--- config.mk ---
export PLATFORM = sky130hd
export DESIGN_NAME = umi_rx_fifo_flat
export DESIGN_NICKNAME = d
export VERILOG_FILES = /design/src/rtl/umi_rx_fifo_if.sv /design/src/rtl/umi_rx_fifo.sv /design/src/flat_wrapper.sv
export SDC_FILE = /design/constraint.sdc
export NUM_CORES = 1
export LEC_CHECK = 0
export ABC_AREA = 0
export CAP_MARGIN = 0
export CORE_MARGIN = 5
export CORE_UTILIZATION = 35
export DETAILED_ROUTE_END_ITERATION = 8
export DONT_BUFFER_PORTS = 1
export PLACE_DENSITY = 0.57
export SETUP_SLACK_MARGIN = 0.05
export SYNTH_ARGS = -nofsm -noshare
export SYNTH_HDL_FRONTEND = slang
export SYNTH_SLANG_ARGS = --single-unit
--- constraint.sdc ---
create_clock -name clk -period 12.9 [get_ports clk]
set_input_delay 2.58 -clock clk [delete_from_list [all_inputs] [get_ports clk]]
set_output_delay 2.58 -clock clk [all_outputs]
set_load 0.05 [all_outputs]
--- src/rtl/umi_rx_fifo_if.sv ---
// -----------------------------------------------------------------------------
// umi_rx_fifo_if
//
// Purpose:
//   Single-direction valid/ready packet link that carries 256-bit UMI packets.
//   Word i of a packet occupies bits [32*i+31:32*i].
//
// Signals:
//   packet  256  packet payload, driven by the sender
//   valid   1    sender has a packet on 'packet'
//   ready   1    receiver accepts 'packet' this cycle
//
// Modports:
//   master  the sender: drives packet/valid and observes ready
//   slave   the receiver: observes packet/valid and drives ready
// -----------------------------------------------------------------------------
interface umi_rx_fifo_if;
    logic [255:0] packet;
    logic         valid;
    logic         ready;

    modport master (
        output packet,
        output valid,
        input  ready
    );

    modport slave (
        input  packet,
        input  valid,
        output ready
    );
endinterface

--- src/rtl/umi_rx_fifo.sv ---
// -----------------------------------------------------------------------------
// umi_rx_fifo
//
// Purpose:
//   Elastic buffer placed right after the simulation UMI receive port. It
//   absorbs the 256-bit packet stream and re-presents it to the device under
//   test through the same valid/ready handshake, so DUT backpressure does not
//   stall the receive port. Occupancy and a high-water mark are exported for
//   bench diagnostics.
//
// Parameters:
//   DEPTH      number of 256-bit entries; power of two, at least 2
//   AW         derived pointer index width, $clog2(DEPTH)
//
// Ports:
//   clk        sole clock, rising edge
//   reset      asynchronous active-high reset
//   in_if      slave side of the upstream link (packet/valid in, ready out)
//   out_if     master side of the downstream link (packet/valid out, ready in)
//   count      current occupancy, 0..DEPTH
//   max_count  highest occupancy reached since reset, saturates at DEPTH
//
// Behaviour notes:
//   - First-word fall-through: out_if.packet is the head entry directly read
//     from the array; it is only meaningful while out_if.valid is high.
//   - No bypass: a packet written into an empty buffer is visible on the
//     output one cycle after it was accepted.
//   - in_if.ready depends on registered pointers only, so there is no
//     combinational path from out_if.ready to in_if.ready. When full, a pop
//     in the same cycle frees a slot that becomes writable on the next cycle.
// -----------------------------------------------------------------------------
module umi_rx_fifo #(
    parameter  int DEPTH = 4,
    localparam int AW    = $clog2(DEPTH)
) (
    input  logic               clk,
    input  logic               reset,
    umi_rx_fifo_if.slave       in_if,
    umi_rx_fifo_if.master      out_if,
    output logic [AW:0]        count,
    output logic [AW:0]        max_count
);

    localparam logic [AW:0] PTR_ONE = {{AW{1'b0}}, 1'b1};

    // Packet storage; contents are deliberately not reset.
    logic [255:0] mem_q [DEPTH];

    // Pointers carry one extra MSB as a wrap bit so that full and empty can be
    // told apart when the index bits match.
    logic [AW:0] wr_ptr_q;
    logic [AW:0] wr_ptr_d;
    logic [AW:0] rd_ptr_q;
    logic [AW:0] rd_ptr_d;
    logic [AW:0] max_count_q;
    logic [AW:0] max_count_d;
    logic [AW:0] count_d;

    logic [AW-1:0] wr_idx;
    logic [AW-1:0] rd_idx;
    logic          full;
    logic          empty;
    logic          push;
    logic          pop;

    assign wr_idx = wr_ptr_q[AW-1:0];
    assign rd_idx = rd_ptr_q[AW-1:0];

    assign empty = (wr_ptr_q == rd_ptr_q);
    assign full  = (wr_idx == rd_idx) && (wr_ptr_q[AW] != rd_ptr_q[AW]);

    // Handshake outputs come from registered pointers only.
    assign in_if.ready   = !full;
    assign out_if.valid  = !empty;
    assign out_if.packet = mem_q[rd_idx];

    assign push = in_if.valid && !full;
    assign pop  = !empty && out_if.ready;

    // Occupancy is the modulo difference of the pointers; with the wrap bit
    // this naturally spans 0..DEPTH.
    assign count     = wr_ptr_q - rd_ptr_q;
    assign max_count = max_count_q;

    always_comb begin
        wr_ptr_d = wr_ptr_q;
        rd_ptr_d = rd_ptr_q;
        if (push) begin
            wr_ptr_d = wr_ptr_q + PTR_ONE;
        end
        if (pop) begin
            rd_ptr_d = rd_ptr_q + PTR_ONE;
        end

        // High-water mark tracks the occupancy that will be visible after
        // this edge. count_d can never exceed DEPTH, so the mark saturates
        // there without extra logic.
        count_d     = wr_ptr_d - rd_ptr_d;
        max_count_d = max_count_q;
        if (count_d > max_count_q) begin
            max_count_d = count_d;
        end
    end

    // Control state: cleared asynchronously so buffered packets are discarded
    // and outputs fall to their idle values without waiting for a clock.
    always_ff @(posedge clk or posedge reset) begin
        if (reset) begin
            wr_ptr_q    <= '0;
            rd_ptr_q    <= '0;
            max_count_q <= '0;
        end else begin
            wr_ptr_q    <= wr_ptr_d;
            rd_ptr_q    <= rd_ptr_d;
            max_count_q <= max_count_d;
        end
    end

    // Data array: written on accepted pushes only.
    always_ff @(posedge clk) begin
        if (push) begin
            mem_q[wr_idx] <= in_if.packet;
        end
    end

endmodule

--- src/flat_wrapper.sv ---
// flat-port wrapper written by rule: the top's interface ports become plain ports
module umi_rx_fifo_flat 
#(
    parameter  int DEPTH = 4,
    localparam int AW    = $clog2(DEPTH)
)
  (clk, reset, count, max_count, in_if_packet, in_if_valid, in_if_ready, out_if_packet, out_if_valid, out_if_ready);
  umi_rx_fifo_if in_if_i ();
  umi_rx_fifo_if out_if_i ();
  input  logic clk;
  input  logic reset;
  output logic [AW:0] count;
  output logic [AW:0] max_count;
  input wire logic [$bits(in_if_i.packet)-1:0] in_if_packet;
  input wire logic [$bits(in_if_i.valid)-1:0] in_if_valid;
  output wire logic [$bits(in_if_i.ready)-1:0] in_if_ready;
  output wire logic [$bits(out_if_i.packet)-1:0] out_if_packet;
  output wire logic [$bits(out_if_i.valid)-1:0] out_if_valid;
  input wire logic [$bits(out_if_i.ready)-1:0] out_if_ready;
  assign in_if_i.packet = in_if_packet;
  assign in_if_i.valid = in_if_valid;
  assign in_if_ready = in_if_i.ready;
  assign out_if_packet = out_if_i.packet;
  assign out_if_valid = out_if_i.valid;
  assign out_if_i.ready = out_if_ready;
  umi_rx_fifo #(.DEPTH(DEPTH)) u_core (.clk(clk), .reset(reset), .in_if(in_if_i), .out_if(out_if_i), .count(count), .max_count(max_count));
endmodule
; ---- Yosys cells after proc, flatten, opt, wreduce, memory -nomap -nowiden
; Memory sizes are Yosys's and may differ from the RTL's.
; Index checks and enable logic that the tools add are counted.
[op_classes]
n_addsub = 4
magnitude_cmp = 1
eq_ne = 3
muxes = 4
n_reduce_logical = 5
[op_table]
columns = op, n
row1 = adder 3 x 1 -> 3 bit (second input constant), 2
row2 = two-way mux 3 bit, 2
row3 = subtractor 3 bit, 2
row4 = equality test 3 bit, 1
row5 = greater-than comparator 3 bit, 1
row6 = logical AND 1 bit, 3
row7 = equality test 2 bit, 1
row8 = logical NOT 1 bit, 2
row9 = two-way mux 1 bit, 2
row10 = inequality test 1 bit, 1
[word_totals]
reg_bits = 9
ramBits = 1024
inputBits = 260
out_inout_bits = 264
wordCells = 21
n_memories = 1
[memory_table]
columns = name, depth, width, read_ports, rd_clocked_by_memory_dff, wr, line
row1 = u_core.mem_q, 4, 256, 1, 0, 1, umi_rx_fifo.sv:47  ; logic [255:0] mem_q [DEPTH];

; ---- Longest topological paths before layout
[logic_depth]
word_depth = 7
depth_mapped = 16
depth_no_buf = 13

; ---- Worst setup path before layout
; OpenSTA, ideal clock, no wires.
[synth_timing]
path_kind = input port to flip-flop
start = input port in_if_valid
end = memory u_core.mem_q[0][0], enable pin
setup_ns = 0.652
arrival_time_ns = 8.435
required_time_ns = 12.248
slack_ns = 3.813
path_stages = 1
n_path_buf = 0
cell_sequence = and3_1
[synth_via]
elab_chain_len = 3
[synth_rtl]
columns = item, line
row1 = from (decl), flat_wrapper.sv:15  ; input wire logic [$bits(in_if_i.valid)-1:0] in_if_valid;
row2 = logical AND 1 bit, umi_rx_fifo.sv:77  ; assign push = in_if.valid && !full;
row3 = two-way mux 1 bit, umi_rx_fifo.sv:121  ; if (push) begin
row4 = two-way mux 1 bit (not written as such), umi_rx_fifo.sv:122  ; mem_q[wr_idx] <= in_if.packet;
row5 = to (decl), umi_rx_fifo.sv:47
; Every way passes these cells.

; ---- Worst setup path after layout
[layout_timing]
start = register u_core.rd_ptr_q[1]
end = output port out_if_packet[199]
[layout_via]
elab_chain_len = 1
[layout_rtl]
columns = item, line
row1 = from (decl), umi_rx_fifo.sv:53  ; logic [AW:0] rd_ptr_q;
row2 = from (signal assigned), umi_rx_fifo.sv:114  ; rd_ptr_q <= rd_ptr_d;
row3 = memory read (4 x 256 bit), -
row4 = to (decl), flat_wrapper.sv:17  ; output wire logic [$bits(out_if_i.packet)-1:0] out_if_packet;
; Every way passes these cells.

==> metrics <==
Post-CTS Resized 0; vias in the first global route roughly 16,000; # hold bufs at CTS 0; vias post-DR approximately 15,000; hold path depth 1; Max Cap Viol 0; Remaining Overflow, GRT 0; top-area cell type share of the netlist area about four fifths; Worst setup EP type output pin; Routed Antenna Nets 0; TritonCTS clock tree yes; NumNets Final roughly 1,800; Site Rows 120; met3 wire length around 8500 um; crit path time final between 6 and 7 ns; die area around 110,000 um^2; final setup vio count 0; Yosys reg bits 1,033; Clock Root Buffer clkbuf_16; register area share after synthesis between 80% and 90%; CP arrival about 4 ns; Synth Area in Adders less than 1%; highest metal used met4; Mean Syn Cell Area ~27 um^2; FF-to-FF setup slack 7.17 ns; Core Area between 100,000 and 150,000 um^2; vias per inst ~5.0; area growth from synthesis to layout 13.06%; Compound-Gate Fraction of Synth Area 0.1898%; final count of hold timing violations 0; clk sinks approximately 1,000; Die W 337.6 um; Max H-tree Level 3; leading post-synthesis cells by cell area edfxtp_1 82%, mux4_2 15%, dfrtp_1 0.60%, buf_4 0.48%, ha_1 0.37%; worst-path fanout max between 60 and 70; TNS Setup 0 ns; Worst EP required ~10 ns; Worst Hold Class register to register; initial antenna violation count 0; DRC viols 0; combinational family with the most area after synthesis multiplexers; IO Pins 524; Crit path depth 3; layout cell share with drive strength beyond 1 approximately 28%; port bufs 0; hpwl dp between 40,000 and 50,000 um; GPL Wtd Cong between 0.7 and 0.8; RSZ-0062 raised after global routing false; Mapped Area 37,570 um^2; most frequent cell on the critical path buf_4; die height between 300 and 400 um; final WL slightly below 80,000 um; Worst Max-Slew Pin Slew ~1.0 ns; post-CTS setup buffers 0; Tot GR Track Use between 10% and 20%; unique cell type count in the Yosys netlist 27; largest net degree at the start of global routing between 100 and 150; met2 wire length between 30,000 and 40,000 um; Iter 0 DRT Violations ~900; Post-synth EDFFs just over 1,000; crit path launch type register; YS warnings 0; critical path class register to output pin; Tcrit/Tclk final 50.58%; met1 wire length around 27,000 um; Max Buffers Root-to-Sink 3; post-DR wirelength/cell roughly 26 um; asr flop ratio synth 0.8712%; worst stage delay on the critical path 1.07 ns; Clk Latency, worst-skew pair 0.67 ns; Starting Density about a third; clk slew on worst S/H paths roughly 0.06 ns; Post-Synth Simple-Gate Area less than 1%; FF-to-FF path depth 6; clock skew approximately 0.035 ns; cell family with most CP delay buffers and inverters; Post-Synth XOR/XNOR Area less than 1%; Post-Synthesis Cells ~1,400; Slowest cell on crit path dfrtp_4; Pre-antenna DRT Iters 5; most frequent cell after synthesis edfxtp_1; Buf+Inv Stages, Crit Path 2; number of buffers created by CTS between 100 and 150; fmax 153.3 MHz; cell taking the most area after synthesis edfxtp_1; worst path cell trace buf_4 -> buf_4 -> mux4_2; status finished, final reports clean; commonest cells in the netlist 1,024 x edfxtp_1, 256 x mux4_2, 24 x buf_4, 19 x buf_2, 14 x inv_1; mux cell area share after synthesis 15.51%; Ant. Diodes 0; most frequently used flop master after synthesis edfxtp_1; Final Max Slew Viols 0; Max transition margin roughly a third; first-pass GRT wire length about 110,000 um; Syn Nets between 1,500 and 2,000
[cell usage in the layout (no fill, tap or decap), types with 2 or more instances in the layout]
cell type,netlist,layout
fa_1,2,2
clkinv_4,0,3
mux2_2,2,2
mux2i_1,4,4
nand3_1,2,2
mux4_2,256,256
clkbuf_16,0,106
bufinv_16,0,5
buf_4,24,21
clkinv_2,0,14
nand3b_1,2,2
clkinvlp_4,0,4
dfrtp_1,9,7
inv_6,0,5
clkinv_8,0,2
ha_1,11,11
inv_1,14,14
buf_12,0,3
a21boi_0,2,2
xnor2_1,5,5
nand2_1,2,2
and3_4,0,4
edfxtp_1,1024,1024
clkinv_1,0,29
dfrtp_4,0,2
clkbuf_1,6,20
[path summary, 6_finish.rpt]
| path | from | endpoint |
|---|---|---|
| setup / recovery | u_core.rd_ptr_q[1] | out_if_packet[199] |
| hold / removal | u_core.wr_ptr_q[0] | u_core.wr_ptr_q[0] |
| setup reg to reg | u_core.rd_ptr_q[0] | u_core.mem_q[1][204] |
| hold reg to reg | u_core.wr_ptr_q[0] | u_core.wr_ptr_q[0] |
| max in group asynchronous | reset | u_core.rd_ptr_q[1] |
| min in group asynchronous | reset | u_core.max_count[2] |
[cells by family (layout without fill, tap and decap cells)]
family / after synthesis / count (layout)
buffers and inverters: 72 / 228
adders and majority gates: 13 / 13
AOI/OAI and AO/OA: 8 / 8
muxes: 262 / 262
and+or+nand+nor: 12 / 12
xor gates and xnor gates: 6 / 6
DFF: 1033 / 1033
[layout make-up]
cell class                 count  area [um^2]
fill                        9267        64420
multi-input combinational    301         6233
tap                         1403         1755
clock buffer                 126         2728
sequential                  1033        30980
clock inverter                64        511.7
inverter                      14        52.55
timing repair buffer          24        217.7
[stage by stage]
step / util [%] / hold WS [ns] / instances / worst slack (ns) / area, um^2
CTS: 39.74 / 0.5905 / 2965 / 6.233 / 42480
global placement: 36.71 / 0.5235 / 2775 / 7.035 / 39240
global route: 39.74 / 0.6193 / 2965 / 6.086 / 42480
detailed placement: 36.71 / 0.5465 / 2775 / 7.002 / 39240
finish: 39.74 / 0.5733 / 2965 / 6.376 / 42480
floorplan: - / 0.4980 / 1406 / 3.813 / 37570
[worst register-to-register path, stage by stage (launching register included)]
cell      delay (ns)
dfrtp_4         0.79
buf_4           0.74
ha_1            0.45
nand3b_1        0.65
and3_4          0.81
buf_4           0.81
buf_4           1.01
[sequential cells by signal (all words and copies together) (netlist names)]
signal,flops
u_core.mem_q,1024
u_core.rd_ptr_q,3
u_core.wr_ptr_q,3
u_core.max_count,3
[routing by layer]
layer / track usage [%] / vias up
li1: - / 6249
met1: 14.49 / 7853
met2: 22.36 / 473
met3: 6.535 / 104
met4: 4.099 / 0
met5: 0 / -
Power is not shown: default switching activity piles up to over one toggle a cycle in this logic, so the estimate is an artifact.
